===== config.mk =====
export PLATFORM = sky130hd
export DESIGN_NAME = ni_read_rqst_queue
export DESIGN_NICKNAME = d
export VERILOG_FILES = /design/src/rtl/ni_read_rqst_queue_pkg.sv /design/src/rtl/ni_read_rqst_queue_sync_fifo.sv /design/src/rtl/ni_read_rqst_queue.sv
export SDC_FILE = /design/constraint.sdc
export NUM_CORES = 1
export LEC_CHECK = 0
export BUFFER_PORTS_ARGS = -buffer_cell sky130_fd_sc_hd__buf_4
export CAP_MARGIN = 15
export CORE_ASPECT_RATIO = 0.9
export CORE_MARGIN = 8
export CORE_UTILIZATION = 35
export DETAILED_ROUTE_END_ITERATION = 10
export GPL_TIMING_DRIVEN = 0
export PLACE_DENSITY = 0.56
export SLEW_MARGIN = 15
export SYNTH_ARGS = -nofsm -noshare
export SYNTH_HDL_FRONTEND = slang
export SYNTH_SLANG_ARGS = --single-unit
export TNS_END_PERCENT = 20

===== constraint.sdc =====
create_clock -name clk -period 5.2 [get_ports clk]
set_clock_uncertainty 0.05 [all_clocks]
set_input_delay 0.26 -clock clk [delete_from_list [all_inputs] [get_ports clk]]
set_output_delay 0.26 -clock clk [all_outputs]
set_load 0.01 [all_outputs]

===== src/rtl/ni_read_rqst_queue_pkg.sv =====
// Shared router/PE definitions for the NI read-request queue: flit field
// layout, route_info codes and the activation address width.
package ni_read_rqst_queue_pkg;

  localparam int ROUTER_INFO_WIDTH = 4;
  localparam int ROUTER_ADDR_WIDTH = 16;
  localparam int ROUTER_DATA_WIDTH = 16;
  localparam int ROUTER_WIDTH      = ROUTER_INFO_WIDTH + ROUTER_ADDR_WIDTH + ROUTER_DATA_WIDTH;

  // Field bit positions inside a flit: info [35:32], addr [31:16], data [15:0]
  localparam int ROUTER_DATA_LSB = 0;
  localparam int ROUTER_DATA_MSB = ROUTER_DATA_LSB + ROUTER_DATA_WIDTH - 1;
  localparam int ROUTER_ADDR_LSB = ROUTER_DATA_MSB + 1;
  localparam int ROUTER_ADDR_MSB = ROUTER_ADDR_LSB + ROUTER_ADDR_WIDTH - 1;
  localparam int ROUTER_INFO_LSB = ROUTER_ADDR_MSB + 1;
  localparam int ROUTER_INFO_MSB = ROUTER_INFO_LSB + ROUTER_INFO_WIDTH - 1;

  // Activation number bus width (PeActNoBus)
  localparam int PE_ACT_NO_WIDTH = 6;

  // route_info codes carried in the flit header
  typedef enum logic [ROUTER_INFO_WIDTH-1:0] {
    ROUTER_INFO_NONE      = 4'h0,
    ROUTER_INFO_CONFIG    = 4'h1,
    ROUTER_INFO_CALC      = 4'h2,
    ROUTER_INFO_BROADCAST = 4'h3,
    ROUTER_INFO_WRITE     = 4'h4,
    ROUTER_INFO_READ      = 4'h5,
    ROUTER_INFO_RESULT    = 4'h6
  } router_info_e;

  // Activation address carried by a read request: route_addr[6:1]
  function automatic logic [PE_ACT_NO_WIDTH-1:0] read_act_addr(
    input logic [ROUTER_ADDR_WIDTH-1:0] route_addr
  );
    return route_addr[PE_ACT_NO_WIDTH:1];
  endfunction

endpackage


===== src/rtl/ni_read_rqst_queue_sync_fifo.sv =====
// Small register-based synchronous FIFO: per-slot storage, wrapping read and
// write pointers and an occupancy count. Head is visible combinationally.
module ni_read_rqst_queue_sync_fifo #(
  parameter int WIDTH = 6,
  parameter int DEPTH = 4
) (
  input  logic             clk,
  input  logic             rst,
  input  logic             push,
  input  logic [WIDTH-1:0] wr_data,
  input  logic             pop,
  output logic [WIDTH-1:0] rd_data,
  output logic             empty,
  output logic             full
);

  localparam int PTR_W = (DEPTH > 1) ? $clog2(DEPTH) : 1;
  localparam int CNT_W = $clog2(DEPTH + 1);

  logic [PTR_W-1:0] wr_ptr_reg;
  logic [PTR_W-1:0] rd_ptr_reg;
  logic [CNT_W-1:0] count_reg;
  logic [CNT_W-1:0] count_next;
  logic             wr_en;
  logic             rd_en;
  logic [WIDTH-1:0] slot_q [DEPTH];

  assign empty = (count_reg == '0);
  assign full  = (count_reg == CNT_W'(DEPTH));

  // A pop only happens with data present; a push into a full queue is only
  // accepted when the same edge frees the head slot.
  assign rd_en = pop && !empty;
  assign wr_en = push && (!full || rd_en);

  assign rd_data = slot_q[rd_ptr_reg];

  generate
    for (genvar gi = 0; gi < DEPTH; gi++) begin : g_slot
      logic [WIDTH-1:0] slot_reg;
      // Capture the incoming word when this slot is the write target
      always_ff @(posedge clk) begin
        if (wr_en && (wr_ptr_reg == PTR_W'(gi))) begin
          slot_reg <= wr_data;
        end
      end
      assign slot_q[gi] = slot_reg;
    end
  endgenerate

  // Occupancy is unchanged when push and pop coincide
  always_comb begin
    count_next = count_reg;
    case ({wr_en, rd_en})
      2'b10:   count_next = count_reg + 1'b1;
      2'b01:   count_next = count_reg - 1'b1;
      default: count_next = count_reg;
    endcase
  end

  // Pointer and count state; pointers wrap naturally at power-of-two depth
  always_ff @(posedge clk or posedge rst) begin
    if (rst) begin
      wr_ptr_reg <= '0;
      rd_ptr_reg <= '0;
      count_reg  <= '0;
    end else begin
      if (wr_en) wr_ptr_reg <= wr_ptr_reg + 1'b1;
      if (rd_en) rd_ptr_reg <= rd_ptr_reg + 1'b1;
      count_reg <= count_next;
    end
  end

`ifndef SYNTHESIS
  // Overflow means upstream credit flow is broken; the request is dropped
  always_ff @(posedge clk) begin
    if (!rst) begin
      assert (!(push && full && !rd_en))
        else $error("ni_read_rqst_queue: overflow, request dropped at %0t", $time);
    end
  end
`endif

endmodule


===== src/rtl/ni_read_rqst_queue.sv =====
// NI read-request queue: decodes READ flits from the router, queues their
// activation addresses and issues them one at a time while the outgoing
// router path is ready. Each issue (read_rqst_read_en) returns one credit.
// Optional macro READ_RQST_BYPASS_EN: a READ arriving at an empty queue with
// router_rdy high is issued in the same cycle without being stored.
module ni_read_rqst_queue
  import ni_read_rqst_queue_pkg::*;
#(
  parameter int DEPTH  = 4,
  parameter int ADDR_W = PE_ACT_NO_WIDTH
) (
  input  logic                    clk,
  input  logic                    rst,
  input  logic                    in_data_valid,
  input  logic [ROUTER_WIDTH-1:0] in_data,
  input  logic                    router_rdy,
  output logic                    read_rqst_read_en,
  output logic                    ni_read_rqst,
  output logic [ADDR_W-1:0]       ni_read_addr
);

  logic [ROUTER_INFO_WIDTH-1:0] route_info;
  logic [ROUTER_ADDR_WIDTH-1:0] route_addr;
  logic [ADDR_W-1:0]            req_addr;
  logic                         is_read;
  logic                         fifo_push;
  logic                         fifo_pop;
  logic [ADDR_W-1:0]            head_addr;
  logic                         empty;
  logic                         full;
  logic                         unused_bits;

  assign route_info = in_data[ROUTER_INFO_MSB:ROUTER_INFO_LSB];
  assign route_addr = in_data[ROUTER_ADDR_MSB:ROUTER_ADDR_LSB];
  assign req_addr   = ADDR_W'(read_act_addr(route_addr));
  assign is_read    = in_data_valid && (route_info == ROUTER_INFO_READ);

  // Payload data, full state and the ignored address bits play no part here
  assign unused_bits = ^{in_data[ROUTER_DATA_MSB:ROUTER_DATA_LSB], full,
                         route_addr[ROUTER_ADDR_WIDTH-1:PE_ACT_NO_WIDTH+1], route_addr[0]};

  // Issue handshake and queue control; outputs are combinational from state
  always_comb begin
    fifo_pop          = !empty && router_rdy;
    fifo_push         = is_read;
    ni_read_rqst      = !empty;
    read_rqst_read_en = !empty && router_rdy;
    ni_read_addr      = empty ? '0 : head_addr;
`ifdef READ_RQST_BYPASS_EN
    if (empty && is_read && router_rdy) begin
      fifo_push         = 1'b0;
      ni_read_rqst      = 1'b1;
      read_rqst_read_en = 1'b1;
      ni_read_addr      = req_addr;
    end
`endif
  end

  ni_read_rqst_queue_sync_fifo #(
    .WIDTH (ADDR_W),
    .DEPTH (DEPTH)
  ) u_fifo (
    .clk     (clk),
    .rst     (rst),
    .push    (fifo_push),
    .wr_data (req_addr),
    .pop     (fifo_pop),
    .rd_data (head_addr),
    .empty   (empty),
    .full    (full)
  );

endmodule


Word level (Yosys, flattened, before mapping)
Cells that the tools add are included.
W data, S select, Z words.

storage, ports and cells
  logic and storage cells = 39
  bits in registers = 31
  input bits = 40
  output and inout bits = 8

operators by class
  bitwise logic cells = 1
  add/sub/neg operators = 4
  reductions and logical operators = 14
  magnitude comparators = 1
  eq/ne operators = 7
  mux-type cells = 5

operators with widths
  operator               count
  $mux W6                3
  $bmux W6 S2            1
  $logic_and A1 B1 Y1    8
  $eq A2 B2 Y1 const B   3
  $pmux W3 S2            1
  $add A2 B1 Y2 const B  2
  $eq A2 B1 Y1 const B   2
  $eq A4 B3 Y1 const B   1
  $add A3 B1 Y3 const B  1
  $eq A3 B3 Y1 const B   1
  $ge A3 B3 Y1 const B   1
  $logic_not A3 Y1       1
  $not A2 Y3             1
  $sub A3 B1 Y3 const B  1
  $logic_not A1 Y1       2
  $logic_not A2 Y1       1
  $reduce_bool A2 Y1     1
  $logic_or A1 B1 Y1     1

Depth between registers and ports, before layout
Gate-level depths: netlist of run 1.

  depth in word-level cells = 8
  depth in mapped cells = 9
  mapped depth without buffers = 9

Modules after synthesis
From an unflattened synthesis of run 1, not the netlist that was laid out.

unflattened totals
  cell total of the unflattened synthesis = 96
  area total of the unflattened synthesis = 1,448.9 um^2

by module, submodules not included
  module                        instances  cells each  sequential area each (um^2)  area an instance (um^2)
  ni_read_rqst_queue_sync_fifo  1          86          895.9                        1,388.8
  ni_read_rqst_queue            1          10          0.0                          60.1

Worst setup path before layout of run 1
Ideal clock, no wire load.

  kind = register to register
  start point = register u_fifo.count_reg[2]
  end point = register u_fifo.count_reg[2]
  slack = 3.196 ns
  buffers on the path = 1
  stages on the path, launching flop included = 10
  setup time = 0.125 ns
  clock period less this slack = 2.004 ns
  required time = 5.025 ns
  arrival time = 1.829 ns
  cell sequence = dfrtp_1 or3_1 buf_2 and2_4 ha_1 inv_1 fa_1 xor2_1 nor2_1 xor2_1

between the ends
  longest elaborated chain between the ends = 8
  elaborated cells between the ends (all ways) = 14
  those cells by class = 2 x add/sub; 3 x eq/ne; 1 x mux; 8 x reduce/logical

ends and longest elaborated chain
  item                                                      RTL line                            text
  start, declared                                           ni_read_rqst_queue_sync_fifo.sv:22  logic [CNT_W-1:0] count_reg;
  start signal, assigned                                    ni_read_rqst_queue_sync_fifo.sv:70  count_reg <= count_next;
  $logic_not A3 Y1 *                                        ni_read_rqst_queue_sync_fifo.sv:28  assign empty = (count_reg == '0);
  $logic_not A1 Y1 *                                        n/a
  via ni_read_rqst                                          ni_read_rqst_queue.sv:18            output logic ni_read_rqst,
  $logic_and A1 B1 Y1 *                                     ni_read_rqst_queue.sv:44            fifo_pop = !empty && router_rdy;
  via read_rqst_read_en                                     ni_read_rqst_queue.sv:17            output logic read_rqst_read_en,
  $logic_and A1 B1 Y1 *                                     ni_read_rqst_queue_sync_fifo.sv:33  assign rd_en = pop && !empty;
  $logic_or A1 B1 Y1                                        ni_read_rqst_queue_sync_fifo.sv:34  assign wr_en = push && (!full || rd_en);
  $logic_and A1 B1 Y1                                       ni_read_rqst_queue_sync_fifo.sv:34
  $eq A2 B1 Y1 / $eq A2 B2 Y1 (equally long branches)       ni_read_rqst_queue_sync_fifo.sv:54  case ({wr_en, rd_en})
  $pmux W3 S2 / $reduce_bool A2 Y1 (equally long branches)  n/a

The timed path passes the listed nets; every way through them passes the cells marked *.
A chain may end at the register's enable or synchronous reset.

Final worst setup path of run 1
  start point = register u_fifo.count_reg[0]
  end point = register u_fifo.count_reg[2]

between the ends
  longest elaborated chain between the ends = 8
  elaborated cells between the ends (all ways) = 14
  those cells by class = 2 x add/sub; 3 x eq/ne; 1 x mux; 8 x reduce/logical

ends and longest elaborated chain
  item                                                      RTL line
  $logic_not A3 Y1                                          ni_read_rqst_queue_sync_fifo.sv:28
  $logic_not A1 Y1                                          ni_read_rqst_queue_sync_fifo.sv:33, ni_read_rqst_queue.sv:44
  $logic_and A1 B1 Y1                                       ni_read_rqst_queue.sv:44
  $logic_and A1 B1 Y1                                       ni_read_rqst_queue_sync_fifo.sv:33
  $logic_or A1 B1 Y1                                        ni_read_rqst_queue_sync_fifo.sv:34
  $logic_and A1 B1 Y1                                       ni_read_rqst_queue_sync_fifo.sv:34
  $eq A2 B1 Y1 / $eq A2 B2 Y1 (equally long branches)       ni_read_rqst_queue_sync_fifo.sv:54
  $pmux W3 S2 / $reduce_bool A2 Y1 (equally long branches)  n/a

Parallel ways exist; a longest one is shown, timed or not.

==> results.md, run 1 <==
- Status: completed
- Post-Layout Inst Area: 0.00169 mm2
- Ys async rst share: 22.6%
- Pwr dens: between 400 and 500 mW/mm2
- Clock tree buffer depth: 2
- Finish-stage setup viols: 0
- Final hold violations: 0
- Met3 routed WL: 140 um
- Nets: 153
- Hold WC Path Type: input pin to register
- CP max stage cell: dfrtp_1
- Antenna cells: 0
- RSZ-0062 raised after global routing: no
- TritonCTS clock tree: built
- Max Transition Viols Final: 0
- Crit path required time: about 5400 ps
- Die Area: ~0.0062 mm2
- # clock sinks: 31
- Vias in the first global route: 769
- Gr usage total: 8.48%
- Die Span X: 81.9 um
- Dpl hpwl: 1770 um
- Clock transition at path regs: 60 ps
- Critical Path Source: u_fifo.count_reg[0]
- R2r startpoint: u_fifo.count_reg[0]
- Antenna Nets Post-Route: 0
- First-pass GRT wire length: 3710 um
- Initial antenna violation count: 0
- Syn Inst Count: approximately 80
- YS warnings: 0
- Clock Power Share: 23.5%
- Vias: 700
- Critical Path End: u_fifo.count_reg[2]
- Synth top cells by count: edfxtp_1, dfrtp_1, inv_1
- Startpoint Class: register
- Cell internal pwr: ~0.00056 W
- EDFF count, synth: 24
- Crit Path Max Fanout: 7
- WS Path Type: register to register
- Mux contribution to synthesized area: between 10% and 20%
- Flop2flop setup slack: 3000 ps
- Clk root buf: clkbuf_8
- Initial Utilization: 36.7%
- P_sw: 0.000232 W
- Share of cells above drive strength 1: 40.7%
- Max-cap violations: 0
- Metal-1 WL: 915 um
- Depth of the CTS H-tree: 2
- Largest family of logic cells by synthesized area: multiplexers
- Rows: 21
- Core Area: 0.00373 mm2
- Sequential share of power: 40.4%
- First DRT Iteration DRCs: 50
- WL final: 2290 um
- Top cell type by total area after synthesis: edfxtp_1
- XOR/XNOR Fraction of Synth Area: under 10%
- Leakage power: 0.655 nW
- Fin crit share: between 40 and 50%
- FF/Latch Area: 896 um2
- DR top layer: met4
- Largest net degree at the start of global routing: 11
- Multi-input combinational cell area: about 430 um2
- Worst VDD drop: 208 uV
- Seq/Total Area, Yosys: 65.4%
- Vias/cell: 4.55
- Reg2Reg Depth: 9
- Simple-gate share of the synthesized area: about a tenth
- # DRC: 0
- Mapped Area: around 0.0014 mm2
- Worst Tran Pin Value: roughly 470 ps
- Synth Area per Inst: around 18 um2
- Arrival time at the worst endpoint: roughly 2400 ps
- Largest cells by area after synthesis: edfxtp_1, dfrtp_1, mux4_2
- Synth top area share: 52.7%
- Compound-Gate Fraction of Synth Area: 0%
- IO Pins: 48
- Grt total ovfl: 0
- GPL Wtd Cong: around 0.68
- Combinational power share: a little over a third
- Number of flip-flops in the largest register: 24
- Setup tns final: 0 ps
- Crit end category: register
- Worst path max stage delay: 420 ps
- Worst skew pair latency: ~280 ps
- Critical path cell sequence: nor4b_2, nor4b_4, inv_1, ha_1, inv_1, fa_1, xor2_1, nor2_1, xor2_1
- R2r endpoint: u_fifo.count_reg[2]
- Placed inst area: 0.00158 mm2
- Port buffer count: 21
- Synth-to-Final Area Change: 23.1%
- Number of CTS-inserted buffers: 5
- Metal2 WL: 1160 um
- Synth Flop Type: edfxtp_1
- Post-synthesis adder-cell area fraction: 6.03%
- Count leader, synth: edfxtp_1
- # fillers: 331
- DR pass1 iterations: 3
- Avg WL per Cell: about 15 um
- Synth cell types: 21
- Fin crit period: roughly 2200 ps
- Synth Register Bits: 31
- Setup Fix Bufs, Post-CTS: 0
- Slew headroom: 68.6%
- Maximum clock frequency: 455 MHz
- Die Height: 75.3 um
- Net count after synthesis: 124
- Fraction of power spent switching nets: 29.1%
==> timing repair <==
| item | 4_1_cts | 5_1_grt |
|---|---|---|
| hold buffers | 1 | 0 |
| resized for setup | 0 | 0 |
| hold endpoints to repair | 7 | 0 |
==> power groups by stage <==
stage / clock network (W) / logic [W] / registers, W
after floorplan: 0 / 0.000198 / 0.000321
after global placement: 0 / 0.000292 / 0.000326
after detailed placement: 0 / 0.000297 / 0.000328
after CTS: 0.000188 / 0.000298 / 0.000322
after global routing: 0.000200 / 0.000322 / 0.000328
final: 0.000187 / 0.000287 / 0.000322
==> routing by layer <==
layer	track usage, %	up-vias
met5	0	-
met4	6.42	0
met3	2.83	7
met2	13.0	17
met1	9.62	340
li1	-	336
==> cells in the final DEF (no fill, tap or decap) <==
cell type,synthesis,layout
clkinv_2,0,1
edfxtp_1,24,24
buf_4,0,21
xor2_1,3,3
nand3b_1,1,1
mux2_4,1,1
fa_1,1,1
buf_2,2,2
dlygate4sd3_1,0,1
and2_1,6,6
clkbuf_1,1,2
xnor2_1,3,3
mux2i_1,1,1
or3_1,1,1
nor4b_2,1,1
nor4b_4,1,1
and2_2,4,4
dfrtp_1,7,7
ha_1,5,5
nand3_1,1,1
mux4_2,6,6
nor2_1,1,1
clkbuf_8,0,6
and2_4,1,1
inv_1,7,7
==> critical path, delay by kind of cell (launching register included) <==
family | cells | cell delay, ps
XOR/XNOR | 2 | 300
buffers and inverters | 2 | 150
flip-flops | 1 | 420
AND/OR/NAND/NOR | 3 | 640
adder cells (fa/ha/maj) | 2 | 570
==> worst min path at each step <==
| stage | start | end | slack (ps) | cells past startpoint |
|---|---|---|---|---|
| floorplan | rst | u_fifo.count_reg[0] | 10 | 1 |
| global placement | rst | u_fifo.wr_ptr_reg[0] | 170 | 2 |
| detailed placement | rst | u_fifo.wr_ptr_reg[1] | 170 | 2 |
| CTS | in_data[17] | u_fifo.g_slot[0].slot_reg[0] | 130 | 1 |
| global route | in_data[20] | u_fifo.g_slot[1].slot_reg[3] | 130 | 1 |
| finish | in_data[20] | u_fifo.g_slot[0].slot_reg[3] | 130 | 1 |
==> stage by stage <==
stage	cells	hold WS [ps]	utilization [%]	total power (W)	setup WS [ps]
2_1_floorplan	78	13.4	-	0.000519	3200
3_3_place_gp	145	169	42.5	0.000618	3050
3_5_place_dp	145	168	42.5	0.000624	2990
4_1_cts	154	131	45.2	0.000809	2970
5_1_grt	154	125	45.2	0.000850	2850
6_report	154	131	45.2	0.000796	3000
==> logic make-up after synthesis <==
kind of cell  count (synthesis)
flops                        31
xor+xnor                      6
simple gates                 17
buf+inv                      10
mux                           8
fa+ha+maj                     6
==> cell type report <==
type                            instances  area share, %
Inverter                                7           1.56
Timing Repair Buffer                   22           9.95
Buffer                                  3          0.817
Multi-Input combinational cell         37           25.7
Clock inverter                          1          0.297
Sequential cell                        31           53.2
Tap cell                               46           3.41
Clock buffer                            7           5.12
Note: power is estimated with default switching activity, not from simulation.
==> run 2, diff against run 1 <==
Clock period 5.2 ns to 2.1 ns, I/O delays scaled along.
==> run 2 against run 1 <==
Critical endpoint unchanged. Worst hold slack worse by 52 ps. Critical path type unchanged. Global-route usage is 0.25 points higher. Critical path depth stayed put. Die area stayed put. Power grew to 2.6 times the previous value. Setup slack worse by 2900 ps. Clock power is 150% higher. First-iteration DRC count is 2.0% lower. Cell count is 7.1% higher.
==> results.md, run 2 (synthesized netlist as in run 1, its figures left out) <==
- Status: completed
- RSZ-0062 raised after global routing: yes
- Max Transition Viols Final: 0
- Core Area: 0.00373 mm2
- Number of CTS-inserted buffers: 5
- Post-Place Cells: 145
- R2r startpoint: u_fifo.count_reg[1]
- IO Pins: 48
- Fin crit share: roughly 96%
- Final Util: 48.7%
- Worst skew pair latency: 280 ps
- # fillers: 324
- Critical path cell sequence: or3_4, buf_6, and2_4, ha_4, inv_2, fa_2, xor2_1, nor2_1, xor2_1
- Maximum clock frequency: 497 MHz
- Multi-input combinational cell area: 462 um2
- Crit end category: register
- Vias: 741
- GPL Wtd Cong: 0.684
- Startpoint Class: register
- Clk root buf: clkbuf_8
- Largest net degree at the start of global routing: 11
- Hold Crit Start: router_rdy
- Final WS setup: 88.3 ps
- Worst VDD drop: roughly 520 uV
- Dpl hpwl: 1770 um
- Antenna Nets Post-Route: 0
- Pwr Total: around 0.0021 W
- Antenna cells: 0
- Levels on crit path: 9
- # DRC: 0
- Arrival time at the worst endpoint: 2120 ps
- Flop2flop setup slack: 90 ps
- Clock tree buffer depth: 2
- Reg2Reg Depth: 9
- Final hold violations: 0
- Hold EP: u_fifo.rd_ptr_reg[1]
- Crit Path Max Fanout: 3
- Finish-stage setup viols: 0
- Die Area: 0.00617 mm2
- Die Height: between 70 and 80 um
- Initial antenna violation count: 0
- Slew headroom: around 70%
- Most common cell after layout, fill and taps aside: buf_4
- Hold Crit Depth: 3
- First DRT Iteration DRCs: just under 50
- DR pass1 iterations: 4
- Non-filler cells, final: approximately 170
- Rows: 21
- Die Span X: 81.9 um
- First-pass GRT wire length: 3840 um
- Share of cells above drive strength 1: around 45%
- Most frequent cells in the layout: buf_4, edfxtp_1, dlygate4sd3_1, dfrtp_1
- Avg WL per Cell: around 15 um
- WS Path Type: register to register
- CP max stage cell: dfrtp_1
- Pwr dens: around 1100 mW/mm2
- Initial Utilization: 36.7%
- TritonCTS clock tree: built
- Worst path top cell family by delay: simple AND/OR/NAND/NOR gates
- R2r endpoint: u_fifo.count_reg[2]
- Nets: 164
- Max-cap violations: 0
- Leakage power: 0.714 nW
- Most frequent CP cell: xor2_1
- Depth of the CTS H-tree: 2
- Worst path max stage delay: 420 ps
- # clock sinks: 31
- Port buffer count: 21
- Worst Tran Pin Value: between 400 and 500 ps
- Fin crit period: between 2000 and 2500 ps
- Number of flip-flops in the largest register: 24
- Gr usage total: 8.73%
- Vias/cell: around 4.5
- Crit path required time: 2210 ps
- Grt total ovfl: 0
- Hold WC Path Type: input pin to register
- WL final: 2410 um
- Clock transition at path regs: approximately 60 ps
- Setup WS pre-CTS: -111 ps
- Synth-to-Final Area Change: 32.8%
- FF/Latch Area: between 800 and 900 um2
- Worst path bufs/invs: 2
- Vias in the first global route: 804
[run 2: cell types whose count changed in the layout (fill, tap and decap cells not counted)]
| cell | before | now |
|---|---|---|
| nor4b_4 | 1 | 2 |
| inv_1 | 7 | 5 |
| buf_2 | 2 | 1 |
| nor4b_2 | 1 | 0 |
| ha_1 | 5 | 4 |
| buf_4 | 21 | 26 |
| inv_2 | 0 | 2 |
| fa_2 | 0 | 1 |
| dlygate4sd3_1 | 1 | 7 |
| or3_1 | 1 | 0 |
| ha_4 | 0 | 1 |
| or3_4 | 0 | 1 |
| buf_6 | 0 | 1 |
| fa_1 | 1 | 0 |
[run 2: power by group]
part / internal (W) / leakage [nW] / total, W / switching (W)
registers: 0.000741 / 0.298 / 0.000801 / 0.0000599
logic: 0.000468 / 0.368 / 0.000811 / 0.000342
clock network: 0.000263 / 0.0482 / 0.000461 / 0.000198
[run 2: how the worst max path moves through the flow]
stage                              startpoint                   to
after global placement    u_fifo.count_reg[0]  u_fifo.count_reg[2]
after detailed placement  u_fifo.count_reg[0]  u_fifo.count_reg[2]
after CTS                 u_fifo.count_reg[1]  u_fifo.count_reg[2]
after floorplan           u_fifo.count_reg[2]  u_fifo.count_reg[2]
after global routing      u_fifo.count_reg[1]  u_fifo.count_reg[2]
final                     u_fifo.count_reg[1]  u_fifo.count_reg[2]
[run 2: what timing repair did]
| item | CTS | global route |
|---|---|---|
| buffers inserted | 5 | 0 |
| hold buffers | 7 | 0 |
| gates resized for setup | 5 | 4 |
| hold endpoints to repair | 31 | 0 |
| pin swaps | 5 | 6 |
| setup endpoints to repair | 2 | 2 |
[run 2: metal layers]
metal,global-route usage [%],up-vias,routed length [um]
met5,0,-,0
met4,6.42,0,76
met3,2.95,7,147
met2,13.7,17,1220
met1,9.77,360,972
li1,-,357,-
[run 2: stage by stage]
| stage | setup TNS [ps] | instance area [um2] | hold WS (ps) |
|---|---|---|---|
| 4_1_cts | 0 | 1800 | 79.4 |
| 2_1_floorplan | 0 | 1370 | -142 |
| 3_5_place_dp | -117 | 1580 | 12.6 |
| 3_3_place_gp | -49.2 | 1580 | 14.0 |
| 6_report | 0 | 1820 | 79.5 |
| 5_1_grt | -31.3 | 1820 | 94.8 |
[run 2: worst register-to-register path: stages (launching register included)]
cell     delay (ps)
dfrtp_1         420
or3_4           400
buf_6           120
and2_4          170
ha_4            160
inv_2            60
fa_2            200
xor2_1          140
nor2_1           70
xor2_1          140
[run 2: layout make-up]
| type | instances | area share [%] |
|---|---|---|
| buffer | 3 | 1.10 |
| clock buffer | 7 | 4.75 |
| clock inverter | 1 | 0.275 |
| inverter | 7 | 1.45 |
| multi-input combinational | 37 | 25.4 |
| sequential | 31 | 49.3 |
| tap | 46 | 3.17 |
| timing repair buffer | 33 | 14.6 |
